$ cat src/rtl/nf_uart_bus_master_if.sv
// Bus-side signals of the UART bus master: address, write strobe/data and read data.
interface nf_uart_bus_master_if;
   logic [31:0] addr;
   logic        we;
   logic [31:0] wd;
   logic [31:0] rd;

   modport master (output addr, output we, output wd, input rd);
   modport slave  (input addr, input we, input wd, output rd);
endinterface

$ cat src/rtl/nf_uart_bus_master.sv
// UART-driven bus master: 'W' addr4 data4 -> write + 'K', 'R' addr4 -> 4 read bytes, else '?'.
// Define NF_UART_BM_TIMEOUT_EN to abandon ADDR/DATA after TIMEOUT cycles without a byte.
//
// state   | meaning
// S_IDLE  | waiting for a command byte
// S_ADDR  | collecting 4 address bytes, MSB first
// S_DATA  | collecting 4 write-data bytes, MSB first
// S_WRITE | one-cycle bus write strobe
// S_READ  | address held one cycle, rd captured on exit
// S_RESP  | transmitting queued response bytes
module nf_uart_bus_master #(
   parameter int DIV     = 434,
   parameter int TIMEOUT = 1_000_000
) (
   input  logic clk,
   input  logic rst,
   input  logic uart_rx,
   output logic uart_tx,
   output logic busy,
   nf_uart_bus_master_if.master bus
);

   localparam int CW = (DIV > 2) ? $clog2(DIV) : 2;

   typedef enum logic [1:0] {RX_IDLE, RX_START, RX_DATA, RX_STOP} rx_state_t;
   typedef enum logic {TX_IDLE, TX_SEND} tx_state_t;
   typedef enum logic [2:0] {S_IDLE, S_ADDR, S_DATA, S_WRITE, S_READ, S_RESP} cmd_state_t;

   rx_state_t  rx_state, rx_state_nxt;
   tx_state_t  tx_state, tx_state_nxt;
   cmd_state_t state, state_nxt;

   logic          rx_s1, rx_s2, rx_s3;
   logic [CW-1:0] rx_cnt;
   logic [2:0]    rx_bit;
   logic [7:0]    rx_shift;
   logic          rx_valid;

   logic [CW-1:0] tx_cnt;
   logic [3:0]    tx_bit;
   logic [8:0]    tx_frame;
   logic [31:0]   q_data;
   logic [2:0]    q_count;
   logic          tx_load;

   logic [1:0]  byte_cnt, byte_cnt_nxt;
   logic        is_wr, is_wr_nxt;
   logic [31:0] addr_q, addr_nxt, wd_q, wd_nxt;
   logic        resp_load;
   logic [31:0] resp_data;
   logic [2:0]  resp_count;
   logic        to_expired;

   // ---------------- receiver ----------------
   always_comb begin
      rx_state_nxt = rx_state;
      case (rx_state)
         RX_IDLE:  if (!rx_s2 && rx_s3) rx_state_nxt = RX_START;
         RX_START: if (rx_cnt == '0) rx_state_nxt = rx_s2 ? RX_IDLE : RX_DATA;
         RX_DATA:  if (rx_cnt == '0 && rx_bit == 3'd7) rx_state_nxt = RX_STOP;
         RX_STOP:  if (rx_cnt == '0) rx_state_nxt = RX_IDLE;
         default:  rx_state_nxt = RX_IDLE;
      endcase
   end

   always_ff @(posedge clk or posedge rst) begin
      if (rst) begin
         rx_s1    <= 1'b1;
         rx_s2    <= 1'b1;
         rx_s3    <= 1'b1;
         rx_state <= RX_IDLE;
         rx_cnt   <= '0;
         rx_bit   <= '0;
         rx_shift <= '0;
         rx_valid <= 1'b0;
      end else begin
         rx_s1    <= uart_rx;
         rx_s2    <= rx_s1;
         rx_s3    <= rx_s2;
         rx_state <= rx_state_nxt;
         rx_valid <= 1'b0;
         case (rx_state)
            RX_IDLE: rx_cnt <= CW'(DIV / 2 - 1);
            RX_START: begin
               if (rx_cnt == '0) begin
                  rx_cnt <= CW'(DIV - 1);
                  rx_bit <= '0;
               end else begin
                  rx_cnt <= rx_cnt - 1'b1;
               end
            end
            RX_DATA: begin
               if (rx_cnt == '0) begin
                  rx_shift <= {rx_s2, rx_shift[7:1]};
                  rx_bit   <= rx_bit + 3'd1;
                  rx_cnt   <= CW'(DIV - 1);
               end else begin
                  rx_cnt <= rx_cnt - 1'b1;
               end
            end
            RX_STOP: begin
               // a low stop bit is a framing error: the byte is silently dropped
               if (rx_cnt == '0) rx_valid <= rx_s2;
               else              rx_cnt   <= rx_cnt - 1'b1;
            end
            default: rx_cnt <= '0;
         endcase
      end
   end

   // ---------------- transmitter ----------------
   assign tx_load = (q_count != '0) &&
                    ((tx_state == TX_IDLE) || (tx_cnt == '0 && tx_bit == '0));

   always_comb begin
      tx_state_nxt = tx_state;
      case (tx_state)
         TX_IDLE: if (q_count != '0) tx_state_nxt = TX_SEND;
         TX_SEND: if (tx_cnt == '0 && tx_bit == '0 && q_count == '0) tx_state_nxt = TX_IDLE;
         default: tx_state_nxt = TX_IDLE;
      endcase
   end

   always_ff @(posedge clk or posedge rst) begin
      if (rst) begin
         tx_state <= TX_IDLE;
         uart_tx  <= 1'b1;
         tx_cnt   <= '0;
         tx_bit   <= '0;
         tx_frame <= '1;
         q_data   <= '0;
         q_count  <= '0;
      end else begin
         tx_state <= tx_state_nxt;
         if (tx_load) begin
            // next byte starts right at the end of the previous stop bit
            uart_tx  <= 1'b0;
            tx_frame <= {1'b1, q_data[31:24]};
            tx_bit   <= 4'd9;
            tx_cnt   <= CW'(DIV - 1);
            q_data   <= {q_data[23:0], 8'h00};
            q_count  <= q_count - 3'd1;
         end else if (tx_state == TX_SEND) begin
            if (tx_cnt != '0) begin
               tx_cnt <= tx_cnt - 1'b1;
            end else if (tx_bit != '0) begin
               uart_tx  <= tx_frame[0];
               tx_frame <= {1'b1, tx_frame[8:1]};
               tx_bit   <= tx_bit - 4'd1;
               tx_cnt   <= CW'(DIV - 1);
            end
         end
         if (resp_load) begin
            q_data  <= resp_data;
            q_count <= resp_count;
         end
      end
   end

   // ---------------- command FSM ----------------
`ifdef NF_UART_BM_TIMEOUT_EN
   localparam int TW = $clog2(TIMEOUT + 1);
   logic [TW-1:0] to_cnt;

   always_ff @(posedge clk or posedge rst) begin
      if (rst)
         to_cnt <= '0;
      else if (rx_valid || !(state == S_ADDR || state == S_DATA))
         to_cnt <= TW'(TIMEOUT - 1);
      else if (to_cnt != '0)
         to_cnt <= to_cnt - 1'b1;
   end

   assign to_expired = (state == S_ADDR || state == S_DATA) && (to_cnt == '0);
`else
   // ADDR/DATA wait indefinitely for the next byte
   assign to_expired = (TIMEOUT < 0);
`endif

   always_comb begin
      state_nxt    = state;
      byte_cnt_nxt = byte_cnt;
      is_wr_nxt    = is_wr;
      addr_nxt     = addr_q;
      wd_nxt       = wd_q;
      resp_load    = 1'b0;
      resp_data    = '0;
      resp_count   = '0;
      case (state)
         S_IDLE: begin
            if (rx_valid) begin
               if (rx_shift == 8'h57 || rx_shift == 8'h52) begin
                  state_nxt    = S_ADDR;
                  byte_cnt_nxt = '0;
                  is_wr_nxt    = (rx_shift == 8'h57);
               end else begin
                  state_nxt  = S_RESP;
                  resp_load  = 1'b1;
                  resp_data  = {8'h3F, 24'h0};
                  resp_count = 3'd1;
               end
            end
         end
         S_ADDR: begin
            if (rx_valid) begin
               addr_nxt     = {addr_q[23:0], rx_shift};
               byte_cnt_nxt = byte_cnt + 2'd1;
               if (byte_cnt == 2'd3) state_nxt = is_wr ? S_DATA : S_READ;
            end else if (to_expired) begin
               state_nxt = S_IDLE;
            end
         end
         S_DATA: begin
            if (rx_valid) begin
               wd_nxt       = {wd_q[23:0], rx_shift};
               byte_cnt_nxt = byte_cnt + 2'd1;
               if (byte_cnt == 2'd3) state_nxt = S_WRITE;
            end else if (to_expired) begin
               state_nxt = S_IDLE;
            end
         end
         S_WRITE: begin
            state_nxt  = S_RESP;
            resp_load  = 1'b1;
            resp_data  = {8'h4B, 24'h0};
            resp_count = 3'd1;
         end
         S_READ: begin
            state_nxt  = S_RESP;
            resp_load  = 1'b1;
            resp_data  = bus.rd;
            resp_count = 3'd4;
         end
         S_RESP: begin
            if (tx_state == TX_IDLE && q_count == '0) state_nxt = S_IDLE;
         end
         default: state_nxt = S_IDLE;
      endcase
   end

   always_ff @(posedge clk or posedge rst) begin
      if (rst) begin
         state    <= S_IDLE;
         byte_cnt <= '0;
         is_wr    <= 1'b0;
         addr_q   <= '0;
         wd_q     <= '0;
      end else begin
         state    <= state_nxt;
         byte_cnt <= byte_cnt_nxt;
         is_wr    <= is_wr_nxt;
         addr_q   <= addr_nxt;
         wd_q     <= wd_nxt;
      end
   end

   assign bus.addr = addr_q;
   assign bus.wd   = wd_q;
   assign bus.we   = (state == S_WRITE);
   assign busy     = (state != S_IDLE) || (tx_state != TX_IDLE) || (q_count != '0);

endmodule
$ cat src/flat_wrapper.sv
// flat-port wrapper written by rule: the top's interface ports become plain ports
module nf_uart_bus_master_flat 
#(
   parameter int DIV     = 434,
   parameter int TIMEOUT = 1_000_000
)
  (clk, rst, uart_rx, uart_tx, busy, bus_addr, bus_we, bus_wd, bus_rd);
  nf_uart_bus_master_if bus_i ();
  input  logic clk;
  input  logic rst;
  input  logic uart_rx;
  output logic uart_tx;
  output logic busy;
  output wire logic [$bits(bus_i.addr)-1:0] bus_addr;
  output wire logic [$bits(bus_i.we)-1:0] bus_we;
  output wire logic [$bits(bus_i.wd)-1:0] bus_wd;
  input wire logic [$bits(bus_i.rd)-1:0] bus_rd;
  assign bus_addr = bus_i.addr;
  assign bus_we = bus_i.we;
  assign bus_wd = bus_i.wd;
  assign bus_i.rd = bus_rd;
  nf_uart_bus_master #(.DIV(DIV), .TIMEOUT(TIMEOUT)) u_core (.clk(clk), .rst(rst), .uart_rx(uart_rx), .uart_tx(uart_tx), .busy(busy), .bus(bus_i));
endmodule
$ cat config.mk
export PLATFORM = sky130hd
export DESIGN_NAME = nf_uart_bus_master_flat
export DESIGN_NICKNAME = d
export VERILOG_FILES = /design/src/rtl/nf_uart_bus_master_if.sv /design/src/rtl/nf_uart_bus_master.sv /design/src/flat_wrapper.sv
export SDC_FILE = /design/constraint.sdc
export NUM_CORES = 1
export LEC_CHECK = 0
export BUFFER_PORTS_ARGS = -buffer_cell sky130_fd_sc_hd__buf_2
export CORE_MARGIN = 2
export CORE_UTILIZATION = 45
export CTS_BUF_LIST = sky130_fd_sc_hd__clkbuf_8
export CTS_CLUSTER_DIAMETER = 50
export DETAILED_ROUTE_END_ITERATION = 10
export HOLD_SLACK_MARGIN = 0.12
export PLACE_DENSITY = 0.68
export SYNTH_ARGS = -nofsm -noshare
export SYNTH_HDL_FRONTEND = slang
export SYNTH_SLANG_ARGS = --single-unit
$ cat constraint.sdc
create_clock -name clk -period 4.8 [get_ports clk]
set_input_delay 0.48 -clock clk [delete_from_list [all_inputs] [get_ports clk]]
set_output_delay 0.48 -clock clk [all_outputs]
set_load 0.01 [all_outputs]
**Word-level counts from Yosys, hierarchy flattened**

Index checks and enable logic that the tools add are counted.

- Register bits: 155
- Output and inout port bits: 67

- Add/subtract/negate cells: 6
- Equal/unequal tests: 27
- Multiplexer cells: 59
- Bitwise gates (word level): 1
- Reduce and logical (&&, ||, !) cells: 40

Operators by type and width:

| operator | count |
|---|---|
| two-way mux 32 bit | 3 |
| one-hot mux 32 bit (3 select lines) | 1 |
| two-way mux 9 bit | 10 |
| two-way mux 3 bit | 13 |
| two-way mux 30 bit | 1 |
| inequality test 2 x 1 -> 1 bit, second input constant | 14 |
| one-hot mux 9 bit (3 select lines) | 1 |
| zero test 9 bit | 2 |
| subtractor 9 x 1 -> 9 bit, second input constant | 2 |
| == test 8 x 7 -> 1 bit, second input constant | 2 |
| two-way mux 2 bit | 8 |
| two-way mux 4 bit | 4 |
| one-hot mux 3 bit (5 select lines) | 1 |
| two-way mux 1 bit | 11 |
| nonzero test 2 bit | 5 |
| == test 3 bit, second input constant | 3 |
| one-hot mux 3 bit (3 select lines) | 1 |
| AND reduction 3 bit | 3 |
| nonzero test 3 bit | 3 |
| nonzero test 9 bit | 1 |
| one-hot mux 2 bit (4 select lines) | 1 |
| AND reduction 2 bit | 4 |
| AND reduction 4 bit | 2 |
| == test 2 bit, second input constant | 3 |
| 21 further kinds | 34 |

**Longest topological paths before layout**

Gate-level depths: netlist (run 1).

- Word-level depth: 6
- Mapped depth: 8

**Worst setup path after synthesis (run 1)**

Ideal clock, no wire load.

- Kind: register to register
- Start point: register u_core.tx_cnt[0]
- End point: register u_core.tx_frame[0]
- Arrival: 1.955 ns
- Setup slack: 2.764 ns
- Stages on the path, launching flop included: 9
- Path buffers: 2
- Period minus slack after synthesis: 2.036 ns
- Path through: dfrtp_1 -> inv_1 -> ha_1 -> or4b_1 -> clkbuf_1 -> o31ai_4 -> buf_6 -> nand2_4 -> o221a_1

- Cells in the longest elaborated chain, start to end: 6
- Elaborated cells between the ends (all ways): 10

RTL lines:

| element | RTL line | text |
|---|---|---|
| start: declaration | nf_uart_bus_master.sv:39 | `logic [CW-1:0] tx_cnt;` |
| start signal: assignment | nf_uart_bus_master.sv:140 | `tx_cnt <= CW'(DIV - 1);` |
| start signal: assignment | nf_uart_bus_master.sv:145 | `tx_cnt <= tx_cnt - 1'b1;` |
| start signal: assignment | nf_uart_bus_master.sv:150 | `tx_cnt <= CW'(DIV - 1);` |
| zero test 9 bit | nf_uart_bus_master.sv:113 | `((tx_state == TX_IDLE) \|\| (tx_cnt == '0 && tx_bit == '0));` |
| logical AND 1 bit | nf_uart_bus_master.sv:113 |  |
| logical OR 1 bit | nf_uart_bus_master.sv:113 |  |
| logical AND 1 bit | nf_uart_bus_master.sv:112 | `assign tx_load = (q_count != '0) &&` |
| inequality test 2 x 1 -> 1 bit (no line) or nonzero test 2 bit (tied branches) | n/a |  |
| AND reduction 3 bit (no line) | n/a |  |
| end signal: assignment | nf_uart_bus_master.sv:138 | `tx_frame <= {1'b1, q_data[31:24]};` |
| end signal: assignment | nf_uart_bus_master.sv:148 | `tx_frame <= {1'b1, tx_frame[8:1]};` |
| end: declaration | nf_uart_bus_master.sv:41 | `logic [8:0] tx_frame;` |

Several ways; a longest one is shown, not always the timed one.
A chain may end at the register's enable or synchronous reset.

**Worst setup path in the final report (run 1)**

- Start point: register u_core.tx_cnt[0]
- End point: register u_core.q_data[25]

- Cells in the longest elaborated chain, start to end: 5

RTL lines:

| element | RTL line | text |
|---|---|---|
| zero test 9 bit | nf_uart_bus_master.sv:113 |  |
| logical AND 1 bit | nf_uart_bus_master.sv:113 |  |
| logical OR 1 bit | nf_uart_bus_master.sv:113 |  |
| logical AND 1 bit | nf_uart_bus_master.sv:112 |  |
| nonzero test 2 bit (no line) | n/a |  |
| end signal: assignment | nf_uart_bus_master.sv:141 | `q_data <= {q_data[23:0], 8'h00};` |
| end signal: assignment | nf_uart_bus_master.sv:154 | `q_data <= resp_data;` |
| end: declaration | nf_uart_bus_master.sv:42 | `logic [31:0] q_data;` |

No other way between the ends.

==> results.ini, run 1 <==
[detailed_routing]
drt_first_pass_iters = 5
drc = 0
routed_wirelength_um = 16200
vias_per_cell = 5.614
ant_nets = 0
drt_iter0_drc = 390
num_vias = 5260
wl_per_cell_um = 17.29

[cells_and_area]
layout.nets = 756
final_cell_mix = 142 x dfrtp_1, 101 x buf_2, 73 x mux2_2
layout_commonest_cell = dfrtp_1
syn2layout_area_growth_pct = 15.19
diodes = 0
final_layout_size_suffix_gt1_frac = 0.3315

[sta]
fmaxAchievable_mhz = 335.2
finClkSkew_ps = 15.02
maxSlewViolCount = 0
slew_headroom = 0.2460
rsz0062_at_grt = no
fin_crit_ps = 2983
fin_ws_ps = 1817
tightest_slew_ps = 1130
setup_tns_ps = 0
finalCritPeriodShare = 0.6215
setup_viol = 0
final_hold_viol_count = 0

[placement]
gp_congestion = 0.8916
preCtsSetupSlack_ps = 1845
io_buffers = 101
place_hpwl_um = 11280

[yosys]
syn_inst = 615
ys_async_sr_fraction = 1.000
syn-num-nets = 663
yosysUniqueCellTypes = 68
avgSynthCellArea_um2 = 11.81
syn-cell-area_mm2 = 0.007266
synth.yosys.warnings = 0
synth_seq_cells = 154
ys_seq_area_frac = 0.5325
synth-main-ff-cell = dfrtp_1
synth_edf_count = 0

[critical_path]
crit_chain = inv_1 > ha_1 > nor4b_4 > a31oi_1 > o211a_2 > mux2_1
worst-r2r-setup-slack_ps = 1820
critPathBufInv = 1
path_depth = 6
critPathMaxFanout = 30
max_stage_delay_ps = 800
crit_slowest_cell = a31oi_1
crit_arrival_ps = 3330
cp_data_required_time_ps = 5150
cp-end-kind = flip-flop
reg2reg_to = u_core.q_data[25]$_DFFE_PP0P_
rr_worst_depth = 6
r2r-start = u_core.tx_cnt[0]$_DFFE_PP0P_
critPathKind = reg -> reg
startpoint_type = flip-flop
path_delay_family = compound AO/OA/AOI/OAI gates

[floorplan]
core-area_mm2 = 0.01583
die_w_um = 131.1
die-area_mm2 = 0.01718
ios = 102
initial_utilization = 0.4591
rows = 46
die_h_um = 131.1

[run]
maxCapViolCount = 0

[power_and_ir_drop]
p_leak_nw = 4.009
irDropWorstVdd_mv = 0.2061
p_per_area_mw_per_mm2 = 468.9

[min_path]
worstHoldPathType = in -> async

[global_route]
antenna_found_initial = 0
first_global_vias = 5158
grt_max_degree = 111
grt_pass1_wl_um = 25800
grt_usage = 0.1920
overflow = 0

[cts]
cts_max_path_buffers = 2
cts_sinks = 154
clock-root-buffer = clkbuf_8
clk_pin_slew_ps = 90
cts_resized = 0
cts_buffers = 17
cts_max_level = 4
cts_hold_buf = 1
cts_tree = yes
worst_skew_pair.late_latency_ps = 470
postCtsSetupBuffers = 0

[status]
outcome = finished, final reports clean

## cell type report
| cell class | instances | area, µm² |
|---|---|---|
| Clock buffer | 17 | 234.0 |
| Clock inverter | 15 | 180.2 |
| Fill cell | 1342 | 7458 |
| Inverter | 34 | 132.6 |
| Multi-Input combinational cell | 395 | 3138 |
| Sequential cell | 154 | 3869 |
| Tap cell | 216 | 270.3 |
| Timing Repair Buffer | 106 | 545.5 |
## cell families (layout without fill, tap and decap cells)
logic type | after synthesis | after routing | share of synthesized area
DFF | 154 | 154 | 0.5325
and+or+nand+nor | 153 | 153 | 0.1280
AOI/OAI and AO/OA | 140 | 140 | 0.1441
muxes | 82 | 82 | 0.1267
buffers and inverters | 66 | 172 | 0.03788
adders and majority gates | 13 | 13 | 0.02239
xor gates and xnor gates | 7 | 7 | 0.008438
## layer usage
layer | wire [µm] | track usage | share of wire
met3 | 488 | 0.04261 | 0.030
met2 | 7962 | 0.3063 | 0.49
met4 | 300 | 0.07760 | 0.019
met1 | 7451 | 0.2558 | 0.46
met5 | 0 | 0 | 0
## how the worst max path moves through the flow
stage | from | to | slack [ps]
2_1_floorplan | rst | async pin | 190
3_3_place_gp | u_core.tx_cnt[0]$_DFFE_PP0P_ | u_core.q_data[26]$_DFFE_PP0P_ | 1920
3_5_place_dp | u_core.tx_cnt[0]$_DFFE_PP0P_ | u_core.q_data[25]$_DFFE_PP0P_ | 1850
4_1_cts | u_core.tx_cnt[0]$_DFFE_PP0P_ | u_core.q_data[28]$_DFFE_PP0P_ | 1830
5_1_grt | u_core.tx_cnt[0]$_DFFE_PP0P_ | u_core.q_data[28]$_DFFE_PP0P_ | 1610
6_report | u_core.tx_cnt[0]$_DFFE_PP0P_ | u_core.q_data[25]$_DFFE_PP0P_ | 1820
## flip-flops by register name (all words and copies together) (netlist names), 2 cells and up, named ones only
signal and flops:
u_core.bus.addr 32, u_core.rx_bit 3, u_core.rx_shift 8, u_core.tx_bit 4
u_core.tx_cnt 9, u_core.state 3, u_core.bus.wd 32, u_core.q_data 32
u_core.byte_cnt 2, u_core.rx_cnt 9, u_core.q_count 3, u_core.tx_frame 8
## cells in the mapped netlist, types with 8 or more instances
master    count  area share
a21o_1        8      0.0083
dfstp_2      12       0.043
nor2_1       27       0.014
clkbuf_1     17      0.0088
dfrtp_1     142        0.49
a21oi_1      19       0.013
nand2b_1      8      0.0069
o22ai_1      11      0.0095
nor4b_1      10       0.012
mux2_2       73        0.11
o21ai_0      15       0.010
a22o_1       13       0.016
inv_1        34       0.018
nor2b_1      11      0.0095
nor3_1        9      0.0062
and4_1        9       0.011
ha_1         13       0.022
a221oi_1     17       0.020
nand2_1      33       0.017
buf_2        13      0.0090
## worst register-to-register path: stages (launching register included)
cell and delay (ps):
dfrtp_1 390, inv_1 70, ha_1 270, nor4b_4 180, a31oi_1 800, o211a_2 740
mux2_1 400
## power by group
group          internal, mW  switching [mW]  total (mW)
registers              1.58           0.242        1.83
clock network         0.483           0.548        1.03
logic                 0.499           0.568        1.07
total                  2.57            1.36        3.92
## through the flow
stage               std cells  hold WS, ps  instance area [µm²]  total power, mW    util
floorplan                 615        345.2                 7266            2.632       -
global placement          904        350.3                 7945            2.830  0.5020
detailed placement        904        349.8                 7945            2.902  0.5020
CTS                       937        226.5                 8369            3.936  0.5288
global route              937        226.2                 8369            4.166  0.5288
finish                    937        208.2                 8369            3.924  0.5288
Power figures use the tool's default switching activity.
==> run 2: changes to the inputs <==
--- a/config.mk
+++ b/config.mk
@@ -12,7 +12,7 @@
 export CTS_CLUSTER_DIAMETER = 50
 export DETAILED_ROUTE_END_ITERATION = 10
 export HOLD_SLACK_MARGIN = 0.12
-export PLACE_DENSITY = 0.68
+export PLACE_DENSITY = 0.65
 export SYNTH_ARGS = -nofsm -noshare
 export SYNTH_HDL_FRONTEND = slang
 export SYNTH_SLANG_ARGS = --single-unit
==> constraint.sdc (replaced) <==
create_clock -name clk -period 3.1 [get_ports clk]
set_input_delay 0.31 -clock clk [delete_from_list [all_inputs] [get_ports clk]]
set_output_delay 0.31 -clock clk [all_outputs]
set_load 0.01 [all_outputs]
==> results.ini, run 2 (synthesis gave the netlist of run 1 again) <==
[status]
outcome = finished, final reports clean

[cts]
worst_skew_pair.late_latency_ps = 450  ; -20 ps
cts_buffers = 17  ; unchanged
cts_sinks = 154  ; unchanged
clk_pin_slew_ps = 80  ; about the same
cts_max_path_buffers = 2  ; unchanged
clock-root-buffer = clkbuf_8
cts_resized = 0  ; unchanged
cts_tree = yes
cts_max_level = 4  ; unchanged

[sta]
hold_ws_ps = 93.79  ; -114.4 ps
setup_tns_ps = 0  ; unchanged
fmaxAchievable_mhz = 367.5
rsz0062_at_grt = no
finalCritPeriodShare = 0.8777
finClkSkew_ps = 14.94  ; -0.07530 ps
slew_headroom = 0.4633  ; +0.2173
fin_crit_ps = 2721
setup_viol = 0  ; unchanged
maxSlewViolCount = 0  ; unchanged
final_hold_viol_count = 0  ; unchanged
tightest_slew_ps = 799.7  ; -330.2 ps

[power_and_ir_drop]
p_leak_nw = 4.100  ; +2.3%
power_mw = 6.001  ; +53%
p_per_area_mw_per_mm2 = 698.9  ; +49%
irDropWorstVdd_mv = 0.4200  ; +100%

[floorplan]
die_h_um = 131.1  ; unchanged
ios = 102  ; unchanged
die_w_um = 131.1  ; unchanged
core-area_mm2 = 0.01583  ; unchanged
rows = 46  ; unchanged
initial_utilization = 0.4591  ; unchanged
die-area_mm2 = 0.01718  ; unchanged

[detailed_routing]
routed_wirelength_um = 15890  ; -2.0%
num_vias = 5325  ; +1.2%
wl_per_cell_um = 16.53  ; -4.4%
ant_nets = 0  ; unchanged
vias_per_cell = 5.541  ; -1.3%
drt_iter0_drc = 406  ; +4.1%
drt_first_pass_iters = 5  ; unchanged
drc = 0  ; unchanged

[placement]
dp_cells = 909  ; +0.55%
place_hpwl_um = 10990  ; -2.6%
io_buffers = 101  ; unchanged
gp_congestion = 0.8416  ; -5.6%
dpl_cell_area_mm2 = 0.007989  ; +0.55%

[cells_and_area]
layout.nets = 780  ; +3.2%
final_layout_size_suffix_gt1_frac = 0.3275  ; -0.003967
fin_cells = 961  ; +2.6%
diodes = 0  ; unchanged
final_cell_mix = 142 x dfrtp_1, 101 x buf_2, 73 x mux2_2
syn2layout_area_growth_pct = 18.19
fillers = 1380  ; +2.8%
layout_commonest_cell = dfrtp_1
design_area_mm2 = 0.008587  ; +2.6%

[critical_path]
max_stage_delay_ps = 510  ; -290 ps
crit_chain = inv_1 > ha_1 > nand2b_1 > nor2_1 > nand3b_1 > buf_2
critPathMaxFanout = 16  ; -47%
critPathKind = reg -> out
cp-end-kind = output port
cp_data_required_time_ps = 2790  ; -2360 ps
crit_arrival_ps = 2410  ; -920 ps
startpoint_type = flip-flop
crit_slowest_cell = nor2_1

[global_route]
grt_max_degree = 155  ; +40%
antenna_found_initial = 0  ; unchanged
grt_usage = 0.1946  ; +0.002651
overflow = 0  ; unchanged
first_global_vias = 5292  ; +2.6%
grt_pass1_wl_um = 26240  ; +1.7%

[run]
maxCapViolCount = 0  ; unchanged

[min_path]
worstHoldPathType = in -> async

==> run 2: changes by cell type in the layout (fill, tap and decap cells not counted) <==
cell	previous run	this run
dlygate4sd3_1	1	20
buf_4	4	8
clkinvlp_4	1	4
inv_6	8	5
buf_12	0	1
clkinv_2	0	1
clkinv_4	1	2
clkinv_8	1	0
inv_8	2	1
nor2_2	0	1
nor2_4	1	0
==> run 2: final timing paths <==
kind	start	end	slack, ps	cells past startpoint
worst max-delay path	u_core.q_count[0]$_DFFE_PP0P_	busy	380	6
worst min-delay path	rst	u_core.bus.addr[29]$_DFFE_PP0P_	90	3
worst max register to register	u_core.tx_cnt[0]$_DFFE_PP0P_	u_core.q_data[12]$_DFFE_PP0P_	610	8
worst min register to register	u_core.rx_s1$_DFF_PP1_	u_core.rx_s2$_DFF_PP1_	360	0
max in group asynchronous	rst	u_core.tx_bit[3]$_DFFE_PP0P_	2390	3
min in group clk	bus_rd[14]	u_core.q_data[14]$_DFFE_PP0P_	160	3
==> run 2: critical path, delay by kind of cell (launching register included) <==
family | cells | cell delay, ps
flops | 1 | 390
simple gates | 3 | 1040
buf+inv | 2 | 290
fa+ha+maj | 1 | 250
==> run 2: per-stage QoR <==
step / utilization / worst slack [ps]
floorplan: - / 854.9
global placement: 0.5047 / 731.9
detailed placement: 0.5047 / 636.2
CTS: 0.5425 / 356.9
global route: 0.5425 / 137.3
finish: 0.5425 / 379.1
==> run 2: routing by layer <==
layer  global-route usage  vias to the layer above  part of all wire
li1                     -                     2531                 -
met1               0.2686                     2663              0.47
met2               0.3057                      112              0.48
met3              0.04261                       19             0.035
met4              0.06758                        0             0.015
met5                    0                        -                 0
==> run 2: timing repair <==
item / 4_1_cts / 5_1_grt
endpoints found under the hold margin: 20 / 0
hold buffers: 20 / 0
buffers inserted: 0 / 0
==> run 2: cell type report <==
| class | count | area [µm²] | share of cell area |
|---|---|---|---|
| Timing Repair Buffer | 130 | 785.8 | 0.09151 |
| Clock buffer | 17 | 234.0 | 0.02725 |
| Sequential cell | 154 | 3869 | 0.4505 |
| Inverter | 34 | 131.4 | 0.01530 |
| Multi-Input combinational cell | 395 | 3133 | 0.3649 |
| Clock inverter | 15 | 163.9 | 0.01909 |
| Tap cell | 216 | 270.3 | 0.03147 |
==> run 2: where the power goes <==
| group | internal (mW) | leakage, nW | switching [mW] |
|---|---|---|---|
| logic | 0.797 | 1.93 | 0.856 |
| registers | 2.45 | 1.97 | 0.382 |
| clock network | 0.730 | 0.197 | 0.785 |
| total | 3.98 | 4.10 | 2.02 |
